<file path="config.mk">
export PLATFORM = sky130hd
export DESIGN_NAME = seq_divider_flat
export DESIGN_NICKNAME = d
export VERILOG_FILES = /design/src/rtl/alu_pkg.sv /design/src/rtl/seq_divider_if.sv /design/src/rtl/seq_divider_div_step.sv /design/src/rtl/seq_divider.sv /design/src/flat_wrapper.sv
export SDC_FILE = /design/constraint.sdc
export NUM_CORES = 1
export LEC_CHECK = 0
export CELL_PAD_IN_SITES_DETAIL_PLACEMENT = 0
export CELL_PAD_IN_SITES_GLOBAL_PLACEMENT = 1
export CORE_AREA = 8 8 111 113
export CTS_CLUSTER_SIZE = 20
export DETAILED_ROUTE_END_ITERATION = 6
export DIE_AREA = 0 0 119 121
export DONT_BUFFER_PORTS = 1
export GPL_ROUTABILITY_DRIVEN = 0
export PLACE_DENSITY_LB_ADDON = 0.2
export SLEW_MARGIN = 20
export SYNTH_ARGS = -nofsm -noshare
export SYNTH_HDL_FRONTEND = slang
export SYNTH_SLANG_ARGS = --single-unit
</file>
<file path="constraint.sdc">
create_clock -name clk -period 3.1 [get_ports clk]
set_input_delay 0 -clock clk [delete_from_list [all_inputs] [get_ports clk]]
set_output_delay 0 -clock clk [all_outputs]
set_load 0.01 [all_outputs]
</file>
<file path="src/rtl/alu_pkg.sv">
// alu_pkg: command codes, datapath widths and divider FSM states shared by the ALU breadboard blocks
package alu_pkg;
    localparam logic [3:0] ALU_CMD_DIV = 4'd4;
    localparam logic [3:0] ALU_CMD_MOD = 4'd5;
    localparam int DATA_W = 16;
    localparam int RESULT_W = 32;
    typedef enum logic [1:0] {DIV_IDLE, DIV_RUN, DIV_DONE} div_state_t;
endpackage

</file>
<file path="src/rtl/seq_divider_if.sv">
// seq_divider_if: start/busy/done launch handshake plus operand and result words of the divider
interface seq_divider_if
    import alu_pkg::*;
#(
    parameter int WIDTH = DATA_W,
    parameter int OUT_WIDTH = RESULT_W
);
    logic                 start;
    logic [WIDTH-1:0]     dividend;
    logic [WIDTH-1:0]     divisor;
    logic                 busy;
    logic                 done;
    logic [OUT_WIDTH-1:0] quotient;
    logic [OUT_WIDTH-1:0] remainder;
    logic                 error;
    modport master (output start, dividend, divisor, input busy, done, quotient, remainder, error);
    modport slave (input start, dividend, divisor, output busy, done, quotient, remainder, error);
endinterface

</file>
<file path="src/rtl/seq_divider_div_step.sv">
// div_step: one restoring-division iteration, shifting {rem,quo} left and trial-subtracting the divisor
module div_step #(
    parameter int WIDTH = 16
) (
    input  logic [WIDTH-1:0] rem,
    input  logic [WIDTH-1:0] quo,
    input  logic [WIDTH-1:0] divisor,
    output logic [WIDTH-1:0] next_rem,
    output logic [WIDTH-1:0] next_quo
);
    logic [WIDTH:0] sh;
    logic           borrow;
    // rem < divisor on entry, so a successful subtraction always fits back into WIDTH bits
    always_comb begin
        sh = {rem, quo[WIDTH-1]};
        borrow = sh < {1'b0, divisor};
        next_rem = borrow ? sh[WIDTH-1:0] : WIDTH'(sh - {1'b0, divisor});
        next_quo = {quo[WIDTH-2:0], ~borrow};
    end
endmodule

</file>
<file path="src/rtl/seq_divider.sv">
// seq_divider: multi-cycle restoring divider for the DIV/MOD channels, one quotient bit per clock.
// Define SEQ_DIVIDER_SIGNED_EN for two's-complement operands with sign-extended results.
module seq_divider
    import alu_pkg::*;
#(
    parameter int WIDTH = DATA_W,
    parameter int OUT_WIDTH = RESULT_W
) (
    input logic          clk,
    input logic          rst_n,
    seq_divider_if.slave bus
);
    localparam int CW = $clog2(WIDTH);
`ifdef SEQ_DIVIDER_SIGNED_EN
    localparam bit SGN = 1'b1;
`else
    localparam bit SGN = 1'b0;
`endif
    localparam logic [WIDTH-1:0] MIN_NEG = {1'b1, {(WIDTH-1){1'b0}}};

    function automatic logic [OUT_WIDTH-1:0] ext(input logic [WIDTH-1:0] x);
        return {{(OUT_WIDTH-WIDTH){SGN & x[WIDTH-1]}}, x};
    endfunction

    div_state_t           state_q, state_d;
    logic [CW-1:0]        cnt_q, cnt_d;
    logic [WIDTH-1:0]     rem_q, rem_d, quo_q, quo_d, dsr_q, dsr_d;
    logic                 a_neg_q, a_neg_d, b_neg_q, b_neg_d, ovf_q, ovf_d;
    logic [OUT_WIDTH-1:0] quot_q, quot_d, rmd_q, rmd_d;
    logic                 err_q, err_d;
    logic [WIDTH-1:0]     nq, nr;
    logic                 a_neg, b_neg;

    div_step #(.WIDTH(WIDTH)) u_step (
        .rem      (rem_q),
        .quo      (quo_q),
        .divisor  (dsr_q),
        .next_rem (nr),
        .next_quo (nq)
    );

    always_ff @(posedge clk) begin
        if (!rst_n) begin
            state_q <= DIV_IDLE;
            cnt_q   <= '0;
            rem_q   <= '0;
            quo_q   <= '0;
            dsr_q   <= '0;
            a_neg_q <= 1'b0;
            b_neg_q <= 1'b0;
            ovf_q   <= 1'b0;
            quot_q  <= '0;
            rmd_q   <= '0;
            err_q   <= 1'b0;
        end else begin
            state_q <= state_d;
            cnt_q   <= cnt_d;
            rem_q   <= rem_d;
            quo_q   <= quo_d;
            dsr_q   <= dsr_d;
            a_neg_q <= a_neg_d;
            b_neg_q <= b_neg_d;
            ovf_q   <= ovf_d;
            quot_q  <= quot_d;
            rmd_q   <= rmd_d;
            err_q   <= err_d;
        end
    end

    // Results are registered on the edge entering DONE so they stay stable until the next completion
    always_comb begin
        state_d = state_q;
        cnt_d   = cnt_q;
        rem_d   = rem_q;
        quo_d   = quo_q;
        dsr_d   = dsr_q;
        a_neg_d = a_neg_q;
        b_neg_d = b_neg_q;
        ovf_d   = ovf_q;
        quot_d  = quot_q;
        rmd_d   = rmd_q;
        err_d   = err_q;
        a_neg   = SGN & bus.dividend[WIDTH-1];
        b_neg   = SGN & bus.divisor[WIDTH-1];
        unique case (state_q)
            DIV_IDLE: if (bus.start) begin
                a_neg_d = a_neg;
                b_neg_d = b_neg;
                ovf_d   = SGN && bus.dividend == MIN_NEG && bus.divisor == '1;
                quo_d   = a_neg ? -bus.dividend : bus.dividend;
                dsr_d   = b_neg ? -bus.divisor : bus.divisor;
                rem_d   = '0;
                cnt_d   = '0;
                state_d = bus.divisor == '0 ? DIV_DONE : DIV_RUN;
                if (bus.divisor == '0) begin
                    quot_d = {{(OUT_WIDTH-WIDTH){1'b0}}, {WIDTH{1'b1}}};
                    rmd_d  = ext(bus.dividend);
                    err_d  = 1'b1;
                end
            end
            DIV_RUN: begin
                rem_d = nr;
                quo_d = nq;
                cnt_d = cnt_q + 1'b1;
                if (cnt_q == CW'(WIDTH-1)) begin
                    state_d = DIV_DONE;
                    quot_d  = ext((a_neg_q ^ b_neg_q) ? -nq : nq);
                    rmd_d   = ext(a_neg_q ? -nr : nr);
                    err_d   = ovf_q;
                end
            end
            DIV_DONE: state_d = DIV_IDLE;
            default:  state_d = DIV_IDLE;
        endcase
    end

    assign bus.busy      = state_q != DIV_IDLE;
    assign bus.done      = state_q == DIV_DONE;
    assign bus.quotient  = quot_q;
    assign bus.remainder = rmd_q;
    assign bus.error     = err_q;
endmodule

</file>
<file path="src/flat_wrapper.sv">
// flat-port wrapper written by rule: the top's interface ports become plain ports
module seq_divider_flat import alu_pkg::*;
#(
    parameter int WIDTH = DATA_W,
    parameter int OUT_WIDTH = RESULT_W
)
  (clk, rst_n, bus_start, bus_dividend, bus_divisor, bus_busy, bus_done, bus_quotient, bus_remainder, bus_error);
  seq_divider_if #(.WIDTH(WIDTH), .OUT_WIDTH(OUT_WIDTH)) bus_i ();
  input logic clk;
  input logic rst_n;
  input wire logic [$bits(bus_i.start)-1:0] bus_start;
  input wire logic [$bits(bus_i.dividend)-1:0] bus_dividend;
  input wire logic [$bits(bus_i.divisor)-1:0] bus_divisor;
  output wire logic [$bits(bus_i.busy)-1:0] bus_busy;
  output wire logic [$bits(bus_i.done)-1:0] bus_done;
  output wire logic [$bits(bus_i.quotient)-1:0] bus_quotient;
  output wire logic [$bits(bus_i.remainder)-1:0] bus_remainder;
  output wire logic [$bits(bus_i.error)-1:0] bus_error;
  assign bus_i.start = bus_start;
  assign bus_i.dividend = bus_dividend;
  assign bus_i.divisor = bus_divisor;
  assign bus_busy = bus_i.busy;
  assign bus_done = bus_i.done;
  assign bus_quotient = bus_i.quotient;
  assign bus_remainder = bus_i.remainder;
  assign bus_error = bus_i.error;
  seq_divider #(.WIDTH(WIDTH), .OUT_WIDTH(OUT_WIDTH)) u_core (.clk(clk), .rst_n(rst_n), .bus(bus_i));
endmodule
</file>
# After elaboration in Yosys (flattened, before gate mapping)
# Index checks and enable logic that the tools add are counted.
# word_totals
register_bits	119
in_bits	35
word_cells	49
out_inout_bits	67
# classes
n_eq_ne	6
order_cmp	1
n_mux	23
bitwise	1
addsub	2
reduce_logical	8
# ops
operator	n
32-bit two-way mux	6
32-bit one-hot mux with 2 select lines	2
16-bit one-hot mux with 2 select lines	2
16-bit two-way mux	3
17-bit by 16-bit less-than comparator with 1-bit output	1
16-bit zero test	1
16-bit subtractor	1
4-bit one-hot mux with 2 select lines	1
2-bit two-way mux	3
2-bit AND reduction	3
4-bit by 1-bit adder with 4-bit output (second input constant)	1
4-bit == test (second input constant)	1
4-bit two-way mux	1
2-bit by 1-bit != test with 1-bit output (second input constant)	2
2-bit one-hot mux with 2 select lines	1
4-bit AND reduction	1
2-bit nonzero test	2
1-bit two-way mux	3
2-bit by 1-bit == test with 1-bit output (second input constant)	1
2-bit == test (second input constant)	1
2-bit zero test	1
2-bit != test (second input constant)	1
1-bit one-hot mux with 2 select lines	1
1-bit NOT	1

# Depth between registers and ports, before layout
# logic_depth
word_depth	4
depth_mapped	11
depth_no_buf	11

# Modules after synthesis
# From an unflattened synthesis, not the netlist that was laid out.
# hier_totals
cells_unflattened	554
hier_area_um2	4977.3
# by_module_without_submodules
mod	area_each_um2	seq_area_each_um2	instances	cells_each
seq_divider	3703.6	1741.7	1	382
div_step	1273.7	0.0	1	172

# Least setup slack after synthesis
# Ideal clock, no wire load.
# synth_path
kind	reg2reg
start	register u_core.dsr_q[14]
end	register u_core.rmd_q[12], in the netlist u_core.bus.remainder[12]
slack_ns	0.812
required_ns	2.969
t_arrival_ns	2.157
setup_time_ns	0.131
synth_period_minus_slack_ns	2.288
path_stages_with_launch	11
path_buffers	2
path_cell_list	dfxtp_1 inv_1 ha_1 buf_6 a21o_1 a2111oi_4 nand2_2 a31oi_4 buf_6 mux2i_1 a21oi_1
# synth_via
elab_chain_cells	4
# synth_lines
item	line_no	rtl
start, declared	seq_divider.sv:27	logic [WIDTH-1:0] rem_q, rem_d, quo_q, quo_d, dsr_q, dsr_d;
start signal, assigned	seq_divider.sv:60	dsr_q <= dsr_d;
17-bit by 16-bit less-than comparator with 1-bit output	seq_divider_div_step.sv:16	borrow = sh < {1'b0, divisor};
16-bit two-way mux	seq_divider_div_step.sv:17	next_rem = borrow ? sh[WIDTH-1:0] : WIDTH'(sh - {1'b0, divisor});
32-bit two-way mux	seq_divider.sv:105	if (cnt_q == CW'(WIDTH-1)) begin
32-bit one-hot mux with 2 select lines	seq_divider.sv:85	unique case (state_q)
end signal, assigned	seq_divider.sv:65	rmd_q <= rmd_d;
end, declared	seq_divider.sv:29	logic [OUT_WIDTH-1:0] quot_q, quot_d, rmd_q, rmd_d;
# No other way between the ends. The select of a mux whose other input is x is not followed.
# A chain may end at the register's enable or synchronous reset.

# Worst setup path in the final report
# layout_path
start	register u_core.quo_q[15]
end	register u_core.rem_q[14]
# layout_via
elab_chain_cells	3
word_cells_on_any_way	4
classes_between	add/sub: 1; order compare: 1; mux: 2
# layout_lines
item	line_no	rtl
start, declared	seq_divider.sv:27	
start signal, assigned	seq_divider.sv:59	quo_q <= quo_d;
16-bit subtractor / 17-bit by 16-bit less-than comparator with 1-bit output (equally long branches)	seq_divider_div_step.sv:17, seq_divider_div_step.sv:16	
16-bit two-way mux (*)	seq_divider_div_step.sv:17	
16-bit one-hot mux with 2 select lines (*)	seq_divider.sv:85	
end signal, assigned	seq_divider.sv:58	rem_q <= rem_d;
end, declared	seq_divider.sv:27	
# Every way passes the cells marked *; elsewhere a longest branch is shown, timed or not.

==> flow_summary.yaml <==
final_layout:
  sequential_cell_area_mm2: 0.00174
  drive_gt1_share_pct: 9.09
  final_net_count: 675
  layout.filler_cells: 1061
  area_growth_pct: 10.9
  antenna_fix_cells: 0
  final_core_util_pct: 50.8
  final_design_area_no_fill_mm2: 0.00539
  multi_input_gate_area_mm2: 0.00273
floorplan:
  chipWidth_um: 119
  ios: 102
  floorplan.die_area_mm2: 0.0144
  placement_rows: 38
  die_height_um: 121
  starting_density_of_the_core_pct: 45.9
  design.core.area_mm2: 0.0106
critical_path:
  worstSetupStartpointType: "flip-flop"
  r2r-end: "u_core.rem_q[14]"
  timing.critical_path.to_type: "flip-flop"
  timing.setup.critical_path_class: "reg2reg"
  worst-endpoint-required_ns: 3.37
  ff2ff_path_depth: 11
  reg2reg_setup_slack_ns: 0.50
  cp.arrival_ns: 2.88
  worstPathMaxFanout: 4
  timing.rr.start: "u_core.quo_q[15]"
timing:
  timing.final.hold_violations: 0
  clock_skew_ns: 0.0121
  report.final.slew_viol_count: 0
  setup_repair_after_global_routing_missed_its_margin: "no"
  timing.final.crit_share_pct: 84.0
  worst_slew_pin_slew_ns: 0.842
  report.final.setup_viol: 0
  min_cycle_time_layout_ns: 2.60
  timing.setup.tns_ns: 0
  fin_ws_ns: 0.497
  worst_slew_margin_rel_pct: 43.5
  final.hold.worst_slack_ns: 0.0128
  max_clock_freq_mhz: 384
clock_network:
  clk_sink_count: 87
  cts_hold_repair.buffers: 35
  cts_tree: "yes"
  clk_latency_ns: 0.36
  maximum_clock_path_buffer_count: 2
  post_cts.repair.setup_buffers: 0
  cts-resized-gates: 0
  cts_made_buffers: 9
  clk_transition_reported_paths_ns: 0.09
  htreeDepth: 3
  clock-root-buffer: "sky130_fd_sc_hd__clkbuf_8"
grt:
  maximum_number_of_pins_on_one_net_before_global_route_repair: 79
  grt_antenna_before_repair: 0
  grt_remaining_overflow: 0
  grt_pass1_wl_mm: 22.3
  grt_pass1_vias: 4194
  global_routing_usage_summed_across_all_routing_layers_pct: 19.1
synthesis:
  fraction_of_registers_with_async_set_reset_pct: 0
  post-synth-top-count-cell: "sky130_fd_sc_hd__nand2_1"
  yosysTopAreaCell: "sky130_fd_sc_hd__dfxtp_1"
  synth.yosys.seq_area_share_pct: 35.8
  synth_largest_type_area_fraction_pct: 35.8
  ys_ff_latch: 87
  syn_area_per_cell_um2: 8.04
  ys.flop_type: "sky130_fd_sc_hd__dfxtp_1"
  synthCells: 605
  synth_edf_count: 0
  synth.cell_area_mm2: 0.00486
  synth_warnings: 0
  synth.lib_cells_used.distinct: 62
  synth.area.top_cells: "sky130_fd_sc_hd__dfxtp_1, sky130_fd_sc_hd__nand2_1, sky130_fd_sc_hd__o21ai_0"
  synth_top_cells_by_count: "sky130_fd_sc_hd__nand2_1, sky130_fd_sc_hd__dfxtp_1, sky130_fd_sc_hd__o21ai_0"
worst_hold_path:
  min-delay-start: "rst_n"
  hold-path-cell-count: 2
  worstHoldEndpoint: "u_core.cnt_q[3]"
  min-delay-path-class: "in2reg"
power:
  vdd_ir_drop_max_mv: 0.493
  pwr_dens_mw_per_mm2: 841
  power_leakage_nw: 2.18
drt:
  drt_wl_total_mm: 14.1
  antenna_violation_net_count_after_detailed_routing: 0
  drt_first_iter_violations: 345
  routedWlPerCell_um: 18.3
  vias: 4329
  drt_drc_violations_left: 0
  viasPerCell: 5.64
  dr.pass1.iters: 6
place:
  placedInstanceArea_mm2: 0.00483
  preCtsSetupSlack_ns: 0.562
  place.detailed.hpwl_mm: 10.0
  buffer_ports.inserted: 0
run_status:
  result_of_the_run: "finished, final reports clean"
job:
  drv_cap: 0
[per-layer routing]
| layer | vias to the layer above | routed length [um] | track usage [%] |
|---|---|---|---|
| li1 | 2126 | - | - |
| met1 | 2077 | 6600 | 24.8 |
| met2 | 109 | 6510 | 31.1 |
| met3 | 17 | 763 | 4.51 |
| met4 | 0 | 168 | 5.14 |
| met5 | - | 0 | 0 |
[worst max-delay path, cell delays in order (launching register included)]
cell	delay [ns]
sky130_fd_sc_hd__dfxtp_1	0.40
sky130_fd_sc_hd__inv_1	0.06
sky130_fd_sc_hd__ha_1	0.19
sky130_fd_sc_hd__inv_1	0.07
sky130_fd_sc_hd__fa_1	0.21
sky130_fd_sc_hd__a21oi_1	0.13
sky130_fd_sc_hd__o21a_1	0.22
sky130_fd_sc_hd__o211ai_1	0.30
sky130_fd_sc_hd__nand3_1	0.16
sky130_fd_sc_hd__a21boi_0	0.24
sky130_fd_sc_hd__mux2_2	0.37
sky130_fd_sc_hd__o221ai_1	0.17
[placed cells by master (no fill, tap or decap), types with 6 or more instances in the layout]
| cell type | instances |
|---|---|
| sky130_fd_sc_hd__ha_1 | 17 |
| sky130_fd_sc_hd__conb_1 | 32 |
| sky130_fd_sc_hd__xnor2_1 | 7 |
| sky130_fd_sc_hd__nand2_1 | 92 |
| sky130_fd_sc_hd__nor2b_1 | 6 |
| sky130_fd_sc_hd__o21ai_1 | 8 |
| sky130_fd_sc_hd__dlygate4sd3_1 | 34 |
| sky130_fd_sc_hd__buf_4 | 10 |
| sky130_fd_sc_hd__a21oi_1 | 39 |
| sky130_fd_sc_hd__o21a_1 | 7 |
| sky130_fd_sc_hd__o21ai_0 | 53 |
| sky130_fd_sc_hd__nor3_1 | 6 |
| sky130_fd_sc_hd__a21boi_0 | 18 |
| sky130_fd_sc_hd__nor2_1 | 38 |
| sky130_fd_sc_hd__clkbuf_8 | 9 |
| sky130_fd_sc_hd__inv_1 | 26 |
| sky130_fd_sc_hd__dfxtp_1 | 87 |
| sky130_fd_sc_hd__o211a_1 | 6 |
| sky130_fd_sc_hd__nand4_1 | 8 |
| sky130_fd_sc_hd__nand3_1 | 13 |
| sky130_fd_sc_hd__o221a_2 | 15 |
[final cells by class]
| cell class | instances | area share, % |
|---|---|---|
| Multi-Input combinational cell | 452 | 50.5 |
| Sequential cell | 87 | 32.3 |
| Timing Repair Buffer | 46 | 8.59 |
| Tap cell | 140 | 3.25 |
| Clock buffer | 9 | 2.30 |
| Inverter | 26 | 1.81 |
| Clock inverter | 7 | 1.21 |
[metrics by stage]
step	power [mW]	instances
finish	4.54	767
global route	4.86	767
CTS	4.53	767
detailed placement	3.70	716
global placement	3.66	716
floorplan	3.29	636
[logic make-up (layout without fill, tap and decap cells)]
group                      Yosys count  in the layout  share of synthesized area [%]
DFF                                 87             87                           35.8
and+or+nand+nor                    191            191                           17.8
other                                1             32                         0.0771
buffers and inverters               97             88                           10.8
AOI/OAI and AO/OA                  197            197                           28.2
muxes                                4              4                          0.849
xor gates and xnor gates            10             10                           1.80
adders and majority gates           18             18                           4.79
[how the worst max path moves through the flow]
stage	start	to	slack (ns)	cells after the start
4_1_cts	u_core.quo_q[15]	u_core.rem_q[14]	0.54	11
3_5_place_dp	u_core.dsr_q[14]	u_core.bus.remainder[8]	0.56	10
3_3_place_gp	u_core.quo_q[15]	u_core.rem_q[14]	0.59	11
5_1_grt	u_core.quo_q[15]	u_core.rem_q[14]	0.33	11
6_report	u_core.quo_q[15]	u_core.rem_q[14]	0.50	11
2_1_floorplan	u_core.dsr_q[14]	u_core.bus.remainder[12]	0.81	10
[flip-flops by register name, indices dropped and copies added, names as in the netlist]
register              flops
u_core.dsr_q             16
u_core.rem_q             16
u_core.cnt_q              4
u_core.bus.error          1
u_core.state_q            2
u_core.quo_q             16
u_core.bus.quotient      16
u_core.bus.remainder     16
[power breakdown]
part / internal (mW) / switching (mW)
Combinational: 0.935 / 1.39
Sequential: 1.28 / 0.164
Clock: 0.308 / 0.463
Total: 2.52 / 2.02
No activity file was read; power rests on OpenSTA's default activity.
